===== src/rtl/elevator_pkg.sv =====
// Shared types, direction encoding and default parameters for the elevator controller.
// Idle homing is built only when ELEVATOR_IDLE_HOME_EN is defined.
package elevator_pkg;

  typedef enum logic [1:0] {
    IDLE      = 2'd0,
    MOVE      = 2'd1,
    DOOR_OPEN = 2'd2,
    EMERG     = 2'd3
  } state_t;

  localparam logic DIR_UP   = 1'b1;
  localparam logic DIR_DOWN = 1'b0;

  localparam int DEF_NUM_FLOORS    = 4;
  localparam int DEF_DOOR_CYCLES   = 3;
  localparam int DEF_TRAVEL_CYCLES = 2;
  localparam int DEF_IDLE_CYCLES   = 8;

  // Counters hold at most (cycles - 1), so one shared width covers all timers.
  function automatic int cnt_width(input int a, input int b, input int c);
    int m;
    m = a;
    if (b > m) m = b;
    if (c > m) m = c;
    return (m < 2) ? 1 : $clog2(m);
  endfunction

endpackage


===== src/rtl/elevator_req_scan.sv =====
// Pending-call search relative to a floor: anything strictly above, below,
// or ahead in the given travel direction.
module elevator_req_scan
  import elevator_pkg::*;
#(
  parameter int  NUM_FLOORS = DEF_NUM_FLOORS,
  localparam int FLOOR_W    = ($clog2(NUM_FLOORS) < 1) ? 1 : $clog2(NUM_FLOORS)
) (
  input  logic [NUM_FLOORS-1:0] pending,
  input  logic [FLOOR_W-1:0]    floor,
  input  logic                  direction,
  output logic                  any_above,
  output logic                  any_below,
  output logic                  any_ahead
);

  always_comb begin
    any_above = 1'b0;
    any_below = 1'b0;
    for (int i = 0; i < NUM_FLOORS; i++) begin
      if (pending[i] && (i > int'(floor))) any_above = 1'b1;
      if (pending[i] && (i < int'(floor))) any_below = 1'b1;
    end
  end

  assign any_ahead = (direction == DIR_UP) ? any_above : any_below;

endmodule


===== src/rtl/elevator_scan_ctrl.sv =====
// Elevator car controller serving latched floor calls in SCAN order.
// Define ELEVATOR_IDLE_HOME_EN to send a car left idle away from floor 0 back home.
module elevator_scan_ctrl
  import elevator_pkg::*;
#(
  parameter int  NUM_FLOORS    = DEF_NUM_FLOORS,
  parameter int  DOOR_CYCLES   = DEF_DOOR_CYCLES,
  parameter int  TRAVEL_CYCLES = DEF_TRAVEL_CYCLES,
  parameter int  IDLE_CYCLES   = DEF_IDLE_CYCLES,
  localparam int FLOOR_W       = ($clog2(NUM_FLOORS) < 1) ? 1 : $clog2(NUM_FLOORS)
) (
  input  logic                  clk,
  input  logic                  rst,
  input  logic                  emergency,
  input  logic                  call_valid,
  input  logic [FLOOR_W-1:0]    call_floor,
  output logic                  call_ready,
  output logic [FLOOR_W-1:0]    floor,
  output logic                  door,
  output logic                  direction,
  output logic                  moving,
  output logic [NUM_FLOORS-1:0] pending
);

  // state     | meaning
  // IDLE      | parked, door closed, waiting for a pending call
  // MOVE      | travelling, one floor per TRAVEL_CYCLES
  // DOOR_OPEN | stopped at a served floor, door open for DOOR_CYCLES
  // EMERG     | emergency stop, door open, calls refused

  localparam int                 CNT_W       = cnt_width(DOOR_CYCLES, TRAVEL_CYCLES, IDLE_CYCLES);
  localparam logic [CNT_W-1:0]   DOOR_LOAD   = CNT_W'(DOOR_CYCLES - 1);
  localparam logic [CNT_W-1:0]   TRAVEL_LOAD = CNT_W'(TRAVEL_CYCLES - 1);
  localparam logic [FLOOR_W-1:0] TOP_FLOOR   = FLOOR_W'(NUM_FLOORS - 1);

  state_t                  state, state_n;
  logic [FLOOR_W-1:0]      floor_n, floor_step, scan_floor;
  logic                    dir_n;
  logic [NUM_FLOORS-1:0]   pending_n, set_mask, clear_mask;
  logic [CNT_W-1:0]        travel_cnt, travel_n, door_cnt, door_n;
  logic                    any_above, any_below, any_ahead;
  logic                    accept, here_call, home_req;

  assign call_ready = (state != EMERG);
  assign door       = (state == DOOR_OPEN) || (state == EMERG);
  assign moving     = (state == MOVE);

  assign accept    = call_valid && call_ready && (int'(call_floor) < NUM_FLOORS);
  assign here_call = accept && (call_floor == floor) &&
                     ((state == IDLE) || (state == DOOR_OPEN));
  assign set_mask  = (accept && !here_call) ? (NUM_FLOORS'(1) << call_floor) : '0;

  assign floor_step = (direction == DIR_UP) ? floor + FLOOR_W'(1) : floor - FLOOR_W'(1);
  // While travelling, decisions are taken relative to the floor about to be reached.
  assign scan_floor = (state == MOVE) ? floor_step : floor;

  elevator_req_scan #(.NUM_FLOORS(NUM_FLOORS)) u_scan (
    .pending   (pending),
    .floor     (scan_floor),
    .direction (direction),
    .any_above (any_above),
    .any_below (any_below),
    .any_ahead (any_ahead)
  );

`ifdef ELEVATOR_IDLE_HOME_EN
  logic [CNT_W-1:0] idle_cnt;
  logic             idle_qual;

  assign idle_qual = (state == IDLE) && (pending == '0) && (floor != '0) &&
                     !accept && !emergency;
  assign home_req  = idle_qual && (idle_cnt == '0);

  always_ff @(posedge clk) begin
    if (rst)                          idle_cnt <= '0;
    else if (!idle_qual || home_req)  idle_cnt <= CNT_W'(IDLE_CYCLES - 1);
    else                              idle_cnt <= idle_cnt - CNT_W'(1);
  end
`else
  assign home_req = 1'b0;
`endif

  always_comb begin
    state_n    = state;
    floor_n    = floor;
    dir_n      = direction;
    travel_n   = travel_cnt;
    door_n     = door_cnt;
    clear_mask = '0;

    case (state)
      IDLE: begin
        if (here_call) begin
          state_n = DOOR_OPEN;
          door_n  = DOOR_LOAD;
        end else if (pending[floor]) begin
          // call latched while leaving this floor, car is back here now
          state_n    = DOOR_OPEN;
          door_n     = DOOR_LOAD;
          clear_mask = NUM_FLOORS'(1) << floor;
        end else if (any_above || any_below) begin
          state_n  = MOVE;
          travel_n = TRAVEL_LOAD;
          if (!any_ahead) dir_n = ~direction;
        end
      end

      MOVE: begin
        if (travel_cnt != '0) begin
          travel_n = travel_cnt - CNT_W'(1);
        end else begin
          floor_n = floor_step;
          if (pending[floor_step]) begin
            state_n    = DOOR_OPEN;
            door_n     = DOOR_LOAD;
            clear_mask = NUM_FLOORS'(1) << floor_step;
          end else if (!any_above && !any_below) begin
            state_n = IDLE;
          end else begin
            travel_n = TRAVEL_LOAD;
            if (!any_ahead) dir_n = ~direction;
          end
          if (floor_step == '0)             dir_n = DIR_UP;
          else if (floor_step == TOP_FLOOR) dir_n = DIR_DOWN;
        end
      end

      DOOR_OPEN: begin
        if (here_call)              door_n  = DOOR_LOAD;
        else if (door_cnt != '0)    door_n  = door_cnt - CNT_W'(1);
        else                        state_n = IDLE;
      end

      EMERG: begin
        if (!emergency) state_n = IDLE;
      end

      default: state_n = IDLE;
    endcase

    if (emergency) begin
      state_n   = EMERG;
      floor_n   = floor;
      dir_n     = direction;
      travel_n  = '0;
      door_n    = '0;
      pending_n = '0;
    end else begin
      pending_n = (pending | set_mask | NUM_FLOORS'(home_req)) & ~clear_mask;
    end
  end

  always_ff @(posedge clk) begin
    if (rst) begin
      state      <= IDLE;
      floor      <= '0;
      direction  <= DIR_UP;
      pending    <= '0;
      travel_cnt <= '0;
      door_cnt   <= '0;
    end else begin
      state      <= state_n;
      floor      <= floor_n;
      direction  <= dir_n;
      pending    <= pending_n;
      travel_cnt <= travel_n;
      door_cnt   <= door_n;
    end
  end

endmodule


===== config.mk =====
export PLATFORM = sky130hd
export DESIGN_NAME = elevator_scan_ctrl
export DESIGN_NICKNAME = d
export VERILOG_FILES = /design/src/rtl/elevator_pkg.sv /design/src/rtl/elevator_req_scan.sv /design/src/rtl/elevator_scan_ctrl.sv
export SDC_FILE = /design/constraint.sdc
export NUM_CORES = 1
export LEC_CHECK = 0
export ABC_AREA = 1
export CAP_MARGIN = 20
export CORE_UTILIZATION = 49
export DETAILED_ROUTE_END_ITERATION = 6
export HOLD_SLACK_MARGIN = 0.15
export PLACE_DENSITY = 0.8
export SYNTH_ARGS = -nofsm -noshare
export SYNTH_HDL_FRONTEND = slang
export SYNTH_SLANG_ARGS = --single-unit

===== constraint.sdc =====
create_clock -name clk -period 1.9 [get_ports clk]
set_input_delay 0.475 -clock clk [delete_from_list [all_inputs] [get_ports clk]]
set_output_delay 0.475 -clock clk [all_outputs]
set_load 0.005 [all_outputs]

=== After elaboration in Yosys (flattened, before gate mapping) ===
Cells that the tools add are included.

* Memory bits (writable): 0
* Bits in read-only memories: 0
* Input bits: 6
* Bits in registers: 15
* Output and inout port bits: 10
* Word-level logic and storage cells: 131
* Memories kept: 0
* Bits in latches: 0

* Div/mod/pow operators: 0
* Equal/unequal tests: 22
* Multipliers: 0
* Reduce and logical (&&, ||, !) cells: 29
* Add/subtract/negate cells: 4
* Shift operators: 3
* Bitwise operators: 6
* Multiplexer cells: 53
* Magnitude comparators: 8

{| class="wikitable"
|+ Operators by type and width
! operator !! count
|-
| $mux 3 || 12
|-
| $mux 2 || 11
|-
| $mux 4 || 5
|-
| $mux 1 || 18
|-
| $ne 3x3->1 const B || 5
|-
| $ne 4x2->1 const B || 3
|-
| $shl 1x2->4 const A || 3
|-
| $logic_and 1x1->1 || 11
|-
| $reduce_and 5->1 || 2
|-
| $pmux 3 s3 || 1
|-
| $reduce_bool 3->1 || 3
|-
| $ne 2x2->1 const B || 4
|-
| $pmux 2 s4 || 1
|-
| $pmux 4 s2 || 1
|-
| $reduce_and 8->1 || 1
|-
| $eq 2x2->1 const B || 3
|-
| $lt 2x3->1 const B || 2
|-
| $ne 3x2->1 const B || 2
|-
| $pmux 3 s2 || 1
|-
| $reduce_and 6->1 || 1
|-
| $sub 3x1->3 const B || 2
|-
| $ne 5x3->1 const B || 1
|-
| $and 4x4->4 || 1
|-
| $bmux 1 s2 || 2
|-
| other kinds (19) || 29
|}

=== Logic depth before layout (Yosys ltp) ===
Gate-level depths: netlist of run 1.

* Depth in word-level cells: 16
* Gate-level depth with buffers: 15
* Gate-level depth less buffers: 14

=== Hierarchy ===
From an unflattened synthesis of run 1, not the netlist that was laid out.

* Cell total of the unflattened synthesis: 196
* Area total of the unflattened synthesis: 1,248.7 um^2

{| class="wikitable"
|+ By module, submodules not included
! module !! times used !! area an instance (um^2) !! cells each
|-
| elevator_scan_ctrl || 1 || 1,173.6 || 178
|-
| elevator_req_scan || 1 || 75.1 || 18
|}

=== Worst setup path before layout of run 1 ===
OpenSTA, ideal clock, no wires.

* Kind: reg2reg
* Start: register floor[1]
* End: register travel_cnt[2]
* Required time: 1.787 ns
* Slack: -0.151 ns
* Path buffers: 1
* Arrival time: 1.939 ns
* Setup time: 0.113 ns
* Stages on the path, launching flop included: 15
* Path through: dfxtp_1 -> buf_2 -> xor2_1 -> inv_1 -> ha_1 -> a21oi_1 -> o21ai_1 -> nand2_1 -> inv_1 -> nand2_1 -> nand3_2 -> nor2_4 -> nand2_1 -> nand2_1 -> nor2_1

* Longest elaborated chain between the ends: 12
* Elaborated cells on any way between the ends: 39
* Classes of those cells: add/sub: 2; order compare: 6; eq/ne: 6; mux: 12; reduce/logical: 13

{| class="wikitable"
|+ RTL lines
! what !! RTL line !! RTL
|-
| from (decl) || elevator_scan_ctrl.sv:18 || <nowiki>output logic [FLOOR_W-1:0] floor,</nowiki>
|-
| from (signal assigned) || elevator_scan_ctrl.sv:163 || <nowiki>floor <= floor_n;</nowiki>
|-
| $sub 2x1->2 / $add 2x1->2 (equally long branches) || elevator_scan_ctrl.sv:53 || <nowiki>assign floor_step = (direction == DIR_UP) ? floor + FLOOR_W'(1) : floor - FLOOR_W'(1);</nowiki>
|-
| $mux 2 || elevator_scan_ctrl.sv:53 ||
|-
| $mux 2 || elevator_scan_ctrl.sv:55 || <nowiki>assign scan_floor = (state == MOVE) ? floor_step : floor;</nowiki>
|-
| $gt 1x2->1 / $lt 1x2->1 (equally long branches) || elevator_req_scan.sv:21, elevator_req_scan.sv:22 ||
|-
| $logic_and 1x1->1, on equally long branches || elevator_req_scan.sv:21, elevator_req_scan.sv:22 ||
|-
| $mux 1, on equally long branches (3 in series) || elevator_req_scan.sv:21, elevator_req_scan.sv:22 ||
|-
| $logic_not 1->1 || elevator_scan_ctrl.sv:117 || <nowiki>end else if (!any_above && !any_below) begin</nowiki>
|-
| $logic_and 1x1->1 || elevator_scan_ctrl.sv:117 ||
|-
| $ne 3x3->1 (no line) || - ||
|-
| $reduce_and 6->1 (no line) (*) || - ||
|-
| to (signal assigned) || elevator_scan_ctrl.sv:166 || <nowiki>travel_cnt <= travel_n;</nowiki>
|-
| to (decl) || elevator_scan_ctrl.sv:40 || <nowiki>logic [CNT_W-1:0] travel_cnt, travel_n, door_cnt, door_n;</nowiki>
|}

Mark *: on every way between the ends. The rest lies on a longest branch, timed or not. The select of a mux whose other input is x is not followed.
A chain may end at the register's enable or synchronous reset.

=== Worst setup path in the final report of run 1 ===
* Start: register direction
* End: register door_cnt[1]

* Longest elaborated chain between the ends: 5

{| class="wikitable"
|+ RTL lines
! what !! RTL line !! RTL
|-
| from (decl) || elevator_scan_ctrl.sv:20 || <nowiki>output logic direction,</nowiki>
|-
| from (signal assigned) || elevator_scan_ctrl.sv:164 || <nowiki>direction <= dir_n;</nowiki>
|-
| $mux 2 || elevator_scan_ctrl.sv:53 ||
|-
| $bmux 1 s2 || elevator_scan_ctrl.sv:113 || <nowiki>if (pending[floor_step]) begin</nowiki>
|-
| $mux 1 (implied by the code) || elevator_scan_ctrl.sv:113 ||
|-
| $ne 2x1->1 (no line) || - ||
|-
| $reduce_and 5->1 (no line) || - ||
|-
| to (signal assigned) || elevator_scan_ctrl.sv:167 || <nowiki>door_cnt <= door_n;</nowiki>
|-
| to (decl) || elevator_scan_ctrl.sv:40 ||
|}

No other way between the ends. The select of a mux whose other input is x is not followed.

==> results of run 1 <==
## report_power, final
part / internal, uW / total [uW] / switching, uW
combinational: 219 / 502 / 283
clock: 78.6 / 195 / 116
sequential: 337 / 364 / 26.3
total: 635 / 1060 / 425
## registers in the layout, indices dropped and copies added (netlist names)
| register | flops |
|---|---|
| direction | 1 |
| door_cnt | 3 |
| floor | 2 |
| pending | 4 |
| state | 2 |
| travel_cnt | 3 |
## stage by stage
step           instance area, sq um  instances  utilization
2_1_floorplan                  1290        199            -
3_3_place_gp                   1530        251        0.623
3_5_place_dp                   1530        251        0.623
4_1_cts                        1570        256        0.641
5_1_grt                        1640        262        0.667
6_report                       1640        262        0.667
## how the worst max path moves through the flow
stage	startpoint	to	slack (ns)	depth (start not counted)
2_1_floorplan	floor[1]	travel_cnt[2]	0.02	14
4_1_cts	state[1]	moving	0.02	4
5_1_grt	direction	door_cnt[0]	-0.08	12
6_report	direction	door_cnt[1]	0.04	12
3_5_place_dp	call_floor[1]	travel_cnt[0]	-0.13	8
3_3_place_gp	call_floor[1]	pending[1]	-0.10	7
## routing by layer
metal,wire (um),track usage,vias up,share of wire
li1,-,-,711,-
met1,1490,0.336,609,0.46
met2,1510,0.395,49,0.47
met3,150,0.0374,8,0.047
met4,69,0.140,0,0.021
met5,0,0,-,0
## cell usage after synthesis
master     n
nor2_1    24
a31oi_1    4
nand3_2    3
o21ai_1    4
o21a_1     1
inv_1     17
inv_2      4
nand2_2    7
nand4_1    1
nor2_4     2
and2_4     1
ha_1       8
buf_4      1
nand2_1   45
xnor2_1    2
o21ai_0    8
nand3b_1   2
dfxtp_1   15
buf_6      1
a21oi_1   10
nor2_2     3
inv_6      1
nor3_1     6
nand3_1   24
clkbuf_1   1
nand2_8    1
xor2_1     2
buf_2      1
## worst min-delay path: stages, from the launching register on
cell,delay [ns]
dfxtp_1,0.34
nand2_1,0.06
a21oi_1,0.05
## logic make-up after synthesis
group                    after synthesis  synth area share
adder cells (fa/ha/maj)                8            0.0790
buffers and inverters                 26            0.0908
flip-flops                            15             0.237
AND/OR/NAND/NOR                      119             0.453
XOR/XNOR                               4            0.0276
AO/OA/AOI/OAI                         27             0.113
## layout make-up
class / instances / share of cell area
Timing Repair Buffer: 33 / 0.178
Inverter: 22 / 0.0550
Tap cell: 30 / 0.0229
Sequential cell: 15 / 0.189
Multi-Input combinational cell: 158 / 0.538
Clock buffer: 3 / 0.0138
Clock inverter: 1 / 0.00306
## what timing repair did
item / 4_1_cts / 5_1_grt
setup buffers: 1 / 6
endpoints found under the hold margin: 0 / 0
cloned: 0 / 0
endpoints found under the setup margin: 2 / 15
resized for setup: 4 / 9
==> impl_metrics.toml, run 1 <==
[run_status]
status = "complete, no violations"

[logic_synthesis]
synth_top_area_frac = 0.237
syn_inst = 199
seq_area_frac_synth = 0.237
synth.largest_area_cell = "dfxtp_1"
yosysUniqueCellTypes = 28
synthesis.nets = 213
yosysWarnings = 0
syn_area_sq_um = 1270
avgSynthCellArea_sq_um = 6.37
synth.area.top_cells = "dfxtp_1 24%, nand2_1 13%, nand3_1 9.5%"
ys_ff_latch = 15

[route]
dr.pass1.iters = 4
routed_wl_um = 3220
drtIter0Drc = 85
vias_per_cell = 5.26
ant_nets = 0
post_drt_wl_per_cell_um = 12.3
drcViolationCount = 0
vias = 1377

[layout]
n_antenna_cell = 0
nets = 247
final_cell_mix = "44 x nand2_1, 24 x nand3_1, 23 x nor2_1"
drive_above_1_share = 0.233
regArea_sq_um = 310
final_common_cell = "nand2_1"
fill_cells = 223
syn_to_final_growth_pct = 29.2
multi_input_area_sq_um = 881

[setup_path]
rr_worst_depth = 12
critical_path_class = "reg -> reg"
crit_arrival_ns = 2.06
reg2reg_from = "direction"
reg2reg_slack_ns = 0.04
crit_chain = "xor2_2 > inv_2 > ha_4 > a21oi_1 > o21ai_1 > nand2_2 > o21ai_1 > nand2_1 > nor2_4 > inv_2 > nor2_2 > nor2_1"
end_kind = "flop"
cpPeakStageDelay_ns = 0.35
path_buf_inv = 2
critical_path.top_delay_family = "simple AND/OR/NAND/NOR gates"
path_max_fanout = 5
critical_path_required_ns = 2.10
r2r-end = "door_cnt[1]"
start_kind = "flop"
crit_slowest_cell = "dfxtp_2"

[timing]
hold_viol_final = 0
worstMarginPinSlew_ns = 0.397
max_freq_mhz = 537
fin_skew_ns = 0.00251
finalMaxSlewViolations = 0
min_period_over_period = 0.980
fin_crit_ns = 1.86
setup_viol = 0
layout_setup_ws_ns = 0.0382
fin_setup_tns_ns = 0
holdWs_ns = 0.490
slew_headroom = 0.734

[power]
power_leakage_uw = 0.000752
irDropWorstVdd_mv = 0.508
power_uw = 1060
p_per_area_nw_per_um2 = 647

[run]
max_cap_viol_count = 0

[floorplanning]
rows = 18
design.die.area_sq_um = 2790
ioPinCount = 16
start_util = 0.516
die_w_um = 52.9
die_h_um = 52.9
core-area_sq_um = 2450

[global_routing]
grt_antenna_before_repair = 0
grt_max_degree = 15
grtUsageTotal = 0.255
overflow = 0
grt_pass1_vias = 1191
grt_pass1_wl_um = 5160

[worst_hold_path]
min_path_cells = 2
hp-start = "door_cnt[0]"
holdCritPathClass = "reg -> reg"
min_to = "door_cnt[0]"

[placement]
io_buffers = 15
dp_worst_setup_slack_ns = -0.131
post-dp-hpwl_um = 2360
routabilityCongestion = 0.946

[clocking]
numCtsBuffers = 3
root_buffer = "clkbuf_4"
postCtsHoldBufs = 0
path_clk_slew_ns = 0.10
h-tree-depth = 1
cts_buffer_depth = 2
cts_sinks = 15
worstSkewPairLatency_ns = 0.30
cts_tree = "built"
No activity file was read; power rests on OpenSTA's default activity.
==> run 2: changes to the inputs <==
--- a/config.mk
+++ b/config.mk
@@ -8,9 +8,12 @@
 export ABC_AREA = 1
 export CAP_MARGIN = 20
 export CORE_UTILIZATION = 49
+export CTS_CLUSTER_SIZE = 12
 export DETAILED_ROUTE_END_ITERATION = 6
 export HOLD_SLACK_MARGIN = 0.15
 export PLACE_DENSITY = 0.8
+export SETUP_SLACK_MARGIN = 0.5
+export SLEW_MARGIN = 0
 export SYNTH_ARGS = -nofsm -noshare
 export SYNTH_HDL_FRONTEND = slang
 export SYNTH_SLANG_ARGS = --single-unit
==> run 2 against run 1 <==
  * Power is 21% higher
  * Largest power group unchanged
  * Design area up 24%
  * Die area unchanged
  * Worst hold slack better by 0.0049 ns
  * Routed wire length increased by 46%
  * Largest cell class unchanged
  * Fmax is 3.9% lower
  * The flow now finishes with violations (setup timing)
  * Setup slack worse by 0.075 ns
  * Critical path depth is 2 higher
  * Clock power is 11% higher
  * Register-to-register slack worse by 0.08 ns
==> impl_metrics.toml, run 2 (synthesis results as in run 1) <==
[setup_path]
crit_slowest_cell = "dfxtp_2"
critical_path_required_ns = 2.10
critical_path_class = "reg -> reg"
cpMostUsedCell = "nand2_2"
crit_arrival_ns = 2.14
path_buf_inv = 3
critical_path.top_delay_family = "simple AND/OR/NAND/NOR gates"
end_kind = "flop"
cpPeakStageDelay_ns = 0.36
path_max_fanout = 5
crit_chain = "xor2_2 > inv_2 > ha_4 > a21oi_2 > o21ai_1 > nand2_2 > buf_4 > buf_6 > nand2_2 > nand2_2 > nand2_1 > nor2_1 > nand2_1 > nand3_1"
start_kind = "flop"
reg2reg_slack_ns = -0.04

[clocking]
numCtsBuffers = 3
cts_sinks = 15
worstSkewPairLatency_ns = 0.33
postCtsHoldBufs = 0
h-tree-depth = 1
cts_buffer_depth = 2
path_clk_slew_ns = 0.11
root_buffer = "clkbuf_4"
cts_tree = "built"

[power]
p_int_uw = 729
sw_frac_of_total = 0.431
seqPwrFrac = 0.281
irDropWorstVdd_mv = 0.749
clkPwrFrac = 0.169
power_leakage_uw = 0.000994
pwr-share-comb = 0.550
power.switching_uw = 553
p_per_area_nw_per_um2 = 632

[floorplanning]
start_util = 0.516
ioPinCount = 16
core-area_sq_um = 2450
die_h_um = 52.9
die_w_um = 52.9
design.die.area_sq_um = 2790
rows = 18

[timing]
fin_setup_tns_ns = -0.0372
layout_setup_ws_ns = -0.0372
slew_headroom = 0.745
max_freq_mhz = 516
finalMaxSlewViolations = 0
min_period_over_period = 1.02
fin_crit_ns = 1.94
rsz0062_at_grt = "true"
worstMarginPinSlew_ns = 0.381
setup_viol = 1
fin_skew_ns = 0.0156
hold_viol_final = 0

[layout]
syn_to_final_growth_pct = 59.9
top_regs = "pending: 4 flops, door_cnt: 3 flops, travel_cnt: 3 flops"
regMostFlops = "pending"
final_cell_area_sq_um = 2030
drive_above_1_share = 0.471
largest_reg_flops = 4
nets = 274
fill_cells = 141
final_util = 0.826
n_antenna_cell = 0
final_cell_mix = "38 x nand2_1, 38 x buf_4, 20 x nor2_1"

[route]
post_drt_wl_per_cell_um = 16.3
ant_nets = 0
vias_per_cell = 5.71
drtIter0Drc = 86
drcViolationCount = 0
dr.pass1.iters = 6
routed_wl_um = 4700
vias = 1651

[run_status]
status = "finished with violations"
violations = "setup timing"

[placement]
routabilityCongestion = 0.879
dp_worst_setup_slack_ns = -0.0846
post-dp-hpwl_um = 2390
placed_cell_area_sq_um = 1570
io_buffers = 15

[global_routing]
grt_max_degree = 14
grt_pass1_wl_um = 5690
grt_antenna_before_repair = 0
overflow = 0
grtUsageTotal = 0.282
grt_pass1_vias = 1289

[run]
max_cap_viol_count = 0

[worst_hold_path]
holdCritPathClass = "reg -> reg"
run 2: stage by stage:
step / std cells / hold slack, ns / total power [uW]
floorplan: 199 / 0.457 / 694
global placement: 255 / 0.480 / 827
detailed placement: 255 / 0.475 / 834
CTS: 274 / 0.490 / 1120
global route: 289 / 0.521 / 1350
finish: 289 / 0.495 / 1280
run 2: metal layers:
metal / GRT usage / vias to the layer above / wire length (um)
met5: 0 / - / 0
li1: - / 767 / -
met4: 0.0877 / 0 / 173
met3: 0.0632 / 21 / 427
met2: 0.477 / 99 / 2310
met1: 0.351 / 764 / 1790
run 2: what timing repair did:
action | CTS | global route
cloned | 0 | 1
buffers inserted | 15 | 14
endpoints found under the setup margin | 25 | 24
pin swaps | 16 | 20
resized for setup | 45 | 46
run 2: power groups by stage:
stage          clock, uW  sequential [uW]  combinational, uW
2_1_floorplan          0              363                331
3_3_place_gp           0              368                459
3_5_place_dp           0              369                465
4_1_cts              209              361                549
5_1_grt              237              362                755
6_report             217              360                705
run 2: cell type report:
| cell class | instances | area (sq um) | share of cell area |
|---|---|---|---|
| Multi-Input combinational cell | 159 | 1050 | 0.518 |
| Inverter | 22 | 95.1 | 0.0469 |
| Sequential cell | 15 | 324 | 0.160 |
| Tap cell | 30 | 37.5 | 0.0185 |
| Timing Repair Buffer | 59 | 493 | 0.243 |
| Clock buffer | 3 | 22.5 | 0.0111 |
| Clock inverter | 1 | 5.00 | 0.00247 |
run 2: path summary, 6_finish.rpt:
kind,depth (start not counted),end,from
max,14,direction,floor[1]
min reg2reg,2,door_cnt[0],door_cnt[0]
max reg2reg,14,direction,floor[1]
min,2,door_cnt[0],door_cnt[0]
run 2: worst min-delay path, delay by kind of cell, from the launching register on:
family          cells  cell delay, ns
simple gates        1            0.06
flops               1            0.34
compound gates      1            0.05
